File: src/rtl/irq_controller.sv
// Memory-mapped interrupt controller: per-line sync, edge capture, pending/mask, priority ID.
// Define IRQ_CTRL_DEBOUNCE_EN to add a prescaled two-sample debounce ahead of edge detection.
module irq_controller #(
  parameter logic [15:0] BASE_ADDR      = 16'hBF00,
  parameter int          NUM_IRQ        = 16,
  parameter int          DEBOUNCE_TICKS = 1000
) (
  input  logic               clk,
  input  logic               reset,
  input  logic [NUM_IRQ-1:0] irq_src,
  input  logic [15:0]        addr,
  input  logic [7:0]         wdata,
  input  logic               wr_en,
  input  logic               rd_en,
  output logic [7:0]         rdata,
  output logic               hit,
  output logic               irq_n
);

  localparam logic [15:0] LINE_MASK = 16'((17'd1 << NUM_IRQ) - 17'd1);

  logic [NUM_IRQ-1:0] s1_q, s1_d, s2_q, s2_d, prev_q, prev_d;
  logic [NUM_IRQ-1:0] level, edge_det;
  logic [15:0]        pend_q, pend_d, mask_q, mask_d;
  logic               ctrl_q, ctrl_d, irq_n_q, irq_n_d;
  logic [15:0]        masked, clr, offset;
  logic               valid;
  logic [3:0]         idx;

  assign s1_d = irq_src;
  assign s2_d = s1_q;

`ifdef IRQ_CTRL_DEBOUNCE_EN
  localparam int CNT_W = (DEBOUNCE_TICKS > 1) ? $clog2(DEBOUNCE_TICKS) : 1;

  logic [CNT_W-1:0]   cnt_q, cnt_d;
  logic [NUM_IRQ-1:0] db_a_q, db_a_d, db_b_q, db_b_d, deb_q, deb_d, agree;
  logic               tick;

  // A level is only accepted once two consecutive tick samples agree.
  always_comb begin
    tick   = (cnt_q == CNT_W'(DEBOUNCE_TICKS - 1));
    cnt_d  = tick ? '0 : cnt_q + CNT_W'(1);
    agree  = ~(db_a_q ^ db_b_q);
    db_a_d = db_a_q;
    db_b_d = db_b_q;
    deb_d  = deb_q;
    if (tick) begin
      db_a_d = s2_q;
      db_b_d = db_a_q;
      deb_d  = (deb_q & ~agree) | (db_a_q & agree);
    end
  end

  always_ff @(posedge clk or posedge reset) begin
    if (reset) begin
      cnt_q  <= '0;
      db_a_q <= '0;
      db_b_q <= '0;
      deb_q  <= '0;
    end else begin
      cnt_q  <= cnt_d;
      db_a_q <= db_a_d;
      db_b_q <= db_b_d;
      deb_q  <= deb_d;
    end
  end

  assign level = deb_q;
`else
  assign level = s2_q;
`endif

  assign edge_det = level & ~prev_q;
  assign prev_d   = level;
  assign offset   = addr - BASE_ADDR;
  assign hit      = ({1'b0, addr} >= {1'b0, BASE_ADDR}) &&
                    ({1'b0, addr} <= ({1'b0, BASE_ADDR} + 17'd5));

  // Highest priority is the lowest-numbered enabled pending line.
  always_comb begin
    masked = pend_q & mask_q;
    valid  = ctrl_q & (|masked);
    idx    = '0;
    for (int i = 15; i >= 0; i--) begin
      if (masked[i]) idx = 4'(i);
    end
    if (!valid) idx = '0;
  end

  always_comb begin
    rdata = 8'h00;
    if (rd_en && hit) begin
      case (offset)
        16'd0:   rdata = pend_q[7:0];
        16'd1:   rdata = pend_q[15:8];
        16'd2:   rdata = mask_q[7:0];
        16'd3:   rdata = mask_q[15:8];
        16'd4:   rdata = {valid, 3'b000, idx};
        16'd5:   rdata = {7'b0, ctrl_q};
        default: rdata = 8'h00;
      endcase
    end
  end

  // New edges are OR-ed in after clears so a same-cycle set always wins.
  always_comb begin
    clr    = '0;
    mask_d = mask_q;
    ctrl_d = ctrl_q;
    if (wr_en && hit) begin
      case (offset)
        16'd0:   clr[7:0]     = wdata;
        16'd1:   clr[15:8]    = wdata;
        16'd2:   mask_d[7:0]  = wdata;
        16'd3:   mask_d[15:8] = wdata;
        16'd4:   if (valid) clr[idx] = 1'b1;
        16'd5:   ctrl_d       = wdata[0];
        default: ;
      endcase
    end
    mask_d  = mask_d & LINE_MASK;
    pend_d  = ((pend_q & ~clr) | 16'(edge_det)) & LINE_MASK;
    irq_n_d = ~valid;
  end

  always_ff @(posedge clk or posedge reset) begin
    if (reset) begin
      s1_q    <= '0;
      s2_q    <= '0;
      prev_q  <= '0;
      pend_q  <= '0;
      mask_q  <= '0;
      ctrl_q  <= 1'b0;
      irq_n_q <= 1'b1;
    end else begin
      s1_q    <= s1_d;
      s2_q    <= s2_d;
      prev_q  <= prev_d;
      pend_q  <= pend_d;
      mask_q  <= mask_d;
      ctrl_q  <= ctrl_d;
      irq_n_q <= irq_n_d;
    end
  end

  assign irq_n = irq_n_q;

endmodule

File: config.mk
export PLATFORM = sky130hd
export DESIGN_NAME = irq_controller
export DESIGN_NICKNAME = d
export VERILOG_FILES = /design/src/rtl/irq_controller.sv
export SDC_FILE = /design/constraint.sdc
export NUM_CORES = 1
export LEC_CHECK = 0
export CAP_MARGIN = 20
export CORE_ASPECT_RATIO = 0.8
export CORE_MARGIN = 8
export CORE_UTILIZATION = 44
export CTS_CLUSTER_DIAMETER = 100
export CTS_CLUSTER_SIZE = 40
export DETAILED_ROUTE_END_ITERATION = 6
export PLACE_DENSITY = 0.68
export SETUP_SLACK_MARGIN = 0.1
export SLEW_MARGIN = 20
export SYNTH_ARGS = -nofsm -noshare
export SYNTH_HDL_FRONTEND = slang
export SYNTH_SLANG_ARGS = --single-unit
File: constraint.sdc
create_clock -name clk -period 5.27 [get_ports clk]
set_input_delay 1.054 -clock clk [delete_from_list [all_inputs] [get_ports clk]]
set_output_delay 1.054 -clock clk [all_outputs]
set_load 0.02 [all_outputs]
# Word-level counts from Yosys, hierarchy flattened

Index checks and enable logic that the tools add are counted.

Output and inout bits: 10
Bits of input ports: 44
Bits in registers: 82

Eq/ne operators: 5
Add/sub/neg operators: 1
Bitwise operators: 8
$lt $le $gt $ge: 4
Reductions and logical operators: 9
Mux-type cells: 25

Operators with widths:

| kind                   | number |
|---|---|
| $mux 4                 | 17 |
| $and 16x16->16         | 3 |
| $pmux 8 s6             | 1 |
| $eq 16x2->1 const B    | 2 |
| $eq 16x3->1 const B    | 2 |
| $mux 16                | 2 |
| $not 16->16            | 2 |
| $pmux 8 s2             | 2 |
| $eq 16x1->1 const B    | 1 |
| $ge 16x16->1 const B   | 1 |
| $le 16x16->1 const B   | 1 |
| $logic_not 16->1       | 1 |
| $or 16x16->16          | 1 |
| $reduce_or 16->1       | 1 |
| $sub 16x16->16 const B | 1 |
| $mux 8                 | 1 |
| $reduce_and 2->1       | 3 |
| $lt 4x5->1 const B     | 1 |
| $demux 1 s4            | 1 |
| $ge 4x1->1 const B     | 1 |
| $logic_and 1x1->1      | 4 |
| $and 1x1->1            | 1 |
| $mux 1                 | 1 |
| $not 1->1              | 1 |

# Longest topological paths before layout

Gate-level depths: netlist of the first run.

Word-level depth: 28
Depth in mapped cells: 6
Gate-level depth less buffers: 5

# Worst setup path before layout of the first run

No wires, ideal clock.

Path type: input port to output port
Start: in addr[3]
End: out rdata[3]
Arrival: 3.224 ns
Path slack: 0.992 ns
Required time: 4.216 ns
Stages: 6
Cell sequence: or4_1 -> nor4_4 -> clkbuf_1 -> and2_1 -> nand2_1 -> a31oi_1

Word-level cells in the longest chain between the ends: 4

Ends and longest elaborated chain:

| element                                             | RTL line | source |
|---|---|---|
| start: declaration                                  | 11       | `input logic [15:0] addr,` |
| $ge 16x16->1 / $le 16x16->1 (equally long branches) | 77, 78   |  |
| $logic_and 1x1->1 (*)                               | 77       | `assign hit = ({1'b0, addr} >= {1'b0, BASE_ADDR}) &&` |
| via hit                                             | 16       | `output logic hit,` |
| $logic_and 1x1->1 (*)                               | 93       | `if (rd_en && hit) begin` |
| $mux 8 (*)                                          | 93       |  |
| end: declaration                                    | 15       | `output logic [7:0] rdata,` |

Mark *: on every way through the listed nets, which the timed path passes. The rest lies on a longest branch.

# Worst setup path in the final report of the first run

Start: in addr[3]
End: out rdata[7]

Word-level cells in the longest chain between the ends: 4

Ends and longest elaborated chain:

| element                                                | RTL line | source |
|---|---|---|
| $sub 16x16->16 (tied with other cells)                 | 76       | `assign offset = addr - BASE_ADDR;` |
| $eq 16x3->1 (tied with other cells)                    | 94       | `case (offset)` |
| $pmux 8 s6 / $logic_and 1x1->1 (equally long branches) | 94, 93   |  |
| $mux 8 (*)                                             | 93       |  |

Every way passes the cells marked *; elsewhere a longest branch is shown, timed or not.

==> results of run 1 <==
-- cell families after synthesis --
logic type,count (synthesis),synth area share [%]
simple gates,102,16.1
compound gates,90,18.2
flops,82,55.7
mux,25,7.64
buf+inv,22,2.28
-- final cells by class --
cell class                      count  area (sq um)
Clock inverter                      6           115
Tap cell                          112           140
Clock buffer                        9           124
Multi-Input combinational cell    217          1550
Inverter                           10          38.8
Fill cell                         717          3680
Sequential cell                    82          2050
Timing Repair Buffer               62           598
-- per-layer routing --
| layer | vias to the layer above | track usage [%] |
|---|---|---|
| li1 | 1350 | - |
| met4 | 0 | 5.89 |
| met1 | 1488 | 25.0 |
| met3 | 20 | 5.31 |
| met2 | 142 | 26.5 |
| met5 | - | 0 |
-- power groups by stage --
stage	logic, mW	registers [mW]	clock network, mW
6_report	0.0744	0.653	0.538
5_1_grt	0.0817	0.655	0.576
4_1_cts	0.0753	0.653	0.552
3_5_place_dp	0.0748	0.666	0
3_3_place_gp	0.0742	0.665	0
2_1_floorplan	0.0274	0.664	0
-- through the flow --
stage | total power [mW] | hold WS, ns
3_5_place_dp | 0.741 | 0.335
3_3_place_gp | 0.739 | 0.332
2_1_floorplan | 0.691 | 0.331
6_report | 1.27 | 0.350
5_1_grt | 1.31 | 0.359
4_1_cts | 1.28 | 0.354
-- worst max-delay path by stage --
stage               startpoint        to  slack, ns  cells past startpoint
global placement       addr[3]  rdata[3]       0.31                      8
detailed placement     addr[3]  rdata[3]       0.26                      8
CTS                    addr[3]  rdata[3]       0.26                      8
global route           addr[3]  rdata[7]       0.12                      8
floorplan              addr[3]  rdata[3]       0.99                      6
finish                 addr[3]  rdata[7]       0.25                      8
-- critical path, cell delays in order --
cell and delay [ns]:
clkdlybuf4s50_1 0.40, or4_1 0.57, nor4_4 0.30, buf_4 0.24, and3_1 0.35, a222oi_1 0.18, a21oi_1 0.20, clkdlybuf4s50_1 0.65
-- flip-flops by register name, indices dropped and copies added, names as in the netlist --
register	cells
level	16
mask_q	16
pend_q	16
prev_q	16
s1_q	16
ctrl_q	1
irq_n	1
-- synth_stat cells (all sizes together) --
| cell | number |
|---|---|
| o21bai | 1 |
| nor2 | 10 |
| o22ai | 8 |
| o21ai | 3 |
| nor2b | 21 |
| or3b | 1 |
| nor3b | 1 |
| a21boi | 1 |
| nor4bb | 1 |
| a41oi | 15 |
| a31oi | 12 |
| nand4b | 1 |
| nand3b | 1 |
| clkbuf | 7 |
| a22oi | 11 |
| o211a | 1 |
| or4 | 1 |
| buf | 5 |
| nand4 | 9 |
| dfrtp | 81 |
| nand2b | 9 |
| o211ai | 2 |
| a2bb2oi | 1 |
| inv | 10 |
| a2111oi | 1 |
| a32o | 2 |
| nor4 | 3 |
| nand2 | 17 |
| and3 | 4 |
| a21oi | 11 |
| a221oi | 1 |
| a221o | 1 |
| a222oi | 6 |
| nor3 | 8 |
| a211oi | 5 |
| dfstp | 1 |
| mux2 | 25 |
| and2 | 10 |
| or2 | 1 |
| o31a | 1 |
| a22o | 6 |
| nand3 | 4 |
| o21a | 1 |
-- repair_timing --
action                     CTS  global route
resized for setup            0             2
setup buffers                0             0
setup endpoints to repair    0             3
==> reports/metrics.cfg, run 1 <==
[layout]
final_cell_area_sq_um = 4620
syn2layout_area_growth_pct = 25.4
utilization_pct = 55.7
finalNonFillerCells = 498
final_cell_mix = 81 x dfrtp_1, 53 x clkdlybuf4s50_1, 25 x mux2_2, 21 x nor2b_1, 17 x nand2_1
antennaDiodeCount = 0
drive_above_1_share_pct = 14.8
mostFrequentLayoutCell = dfrtp_1
nets = 426

[route]
wl_met2_mm = 4.52
routed.top_layer = met4
wl_per_cell_um = 21.0
drt_pass1_iterations = 5
met1_length_mm = 4.97
via_per_inst = 6.02
first_iter_violations = 214
num_vias = 3000
wl_met3_um = 783
ant_nets = 0
drt-total-wl_mm = 10.5
drc = 0

[cts]
htreeDepth = 3
clock_sink_count = 82
cts_made_buffers = 9
cts_tree = done
path_clk_slew_ns = 0.08
clk_latency_ns = 0.37
clock_path_buffers = 2
cts_hold_buf = 0
root_buffer = clkbuf_8

[setup_path]
path_class = in -> out
r2r-start = pend_q[9]$_DFF_PP0_
r2r_cells = 5
cp_max_fo = 16
crit_arrival_ns = 3.96
startpoint_type = primary input
r2r_slack_ns = 2.89
crit_path_end_kind = output port
required_ns = 4.22
r2r_end = pend_q[9]$_DFF_PP0_

[placement]
hpwl_mm = 7.61
gp_congestion = 0.876
port_buffers = 53
dp.cells = 483
placed_cell_area_sq_um = 4380
pre_cts_slack_ns = 0.259

[grt]
overflow = 0
antenna_found_initial = 0
grt_max_degree = 45
groute.usage.overall_pct = 18.1
grt_pass1_wl_mm = 16.3
grt_pass1_vias = 2935

[floorplanning]
core_sq_um = 8300
rows = 30
fp.dieW_um = 118
dieArea_sq_um = 11600
top_level_ports = 54
die_h_um = 97.9
initial_utilization_pct = 44.4

[synthesis]
yosysTopAreaCellShare_pct = 55.0
yosysWarnings = 0
synth_fp_nets = 365
yosysTopAreaCell = dfrtp_1
synth_seq_cells = 82
synth.avg_cell_area_sq_um = 11.5
yosysSeqAreaShare_pct = 55.7
synth_cell_types = 46
syn_inst = 321
synth_area_leaders = dfrtp_1 55%, mux2_2 7.6%, a41oi_1 3.6%, nor2b_1 3.6%, a22oi_1 2.2%
syn_area_sq_um = 3680

[power_and_ir_drop]
ir_drop_mv = 0.181
pwr_density_cell_nw_per_um2 = 274
clockPowerShare_pct = 42.5
switchingPower_mw = 0.265
combPwrFrac_pct = 5.9
intPower_mw = 1.00
p_leak_nw = 1.84
switching_share_pct = 21.0
power_frac_seq_pct = 51.6

[run_status]
outcome = finished, final reports clean

[timing]
relSlewSlack_pct = 55.3
finalWorstSetupSlack_ns = 0.254
fin_skew_ns = 0.0104
fin_crit_sh_pct = 95.2
hold_viol = 0
slew_viol_final = 0
clock.fmax_mhz = 199
setup_viol = 0
tightest_slew_ns = 0.669
rsz0062_at_grt = false
tns_ns = 0
period_needed_ns = 5.02

[worst_hold_path]
holdPathStages = 0
hold_path_class = reg -> reg
holdPathEnd = level[15]$_DFF_PP0_
min_from = s1_q[15]$_DFF_PP0_

[job]
max-cap-violations = 0

(Power assumes the default switching activity.)
==> run 2: changes to the inputs <==
--- a/config.mk
+++ b/config.mk
@@ -9,6 +9,7 @@
 export CORE_ASPECT_RATIO = 0.8
 export CORE_MARGIN = 8
 export CORE_UTILIZATION = 44
+export CTS_BUF_LIST = sky130_fd_sc_hd__clkbuf_2 sky130_fd_sc_hd__clkbuf_4 sky130_fd_sc_hd__clkbuf_8
 export CTS_CLUSTER_DIAMETER = 100
 export CTS_CLUSTER_SIZE = 40
 export DETAILED_ROUTE_END_ITERATION = 6
==> results of run 2 <==
The final DEF is identical to that of run 1; final timing and power are the same.
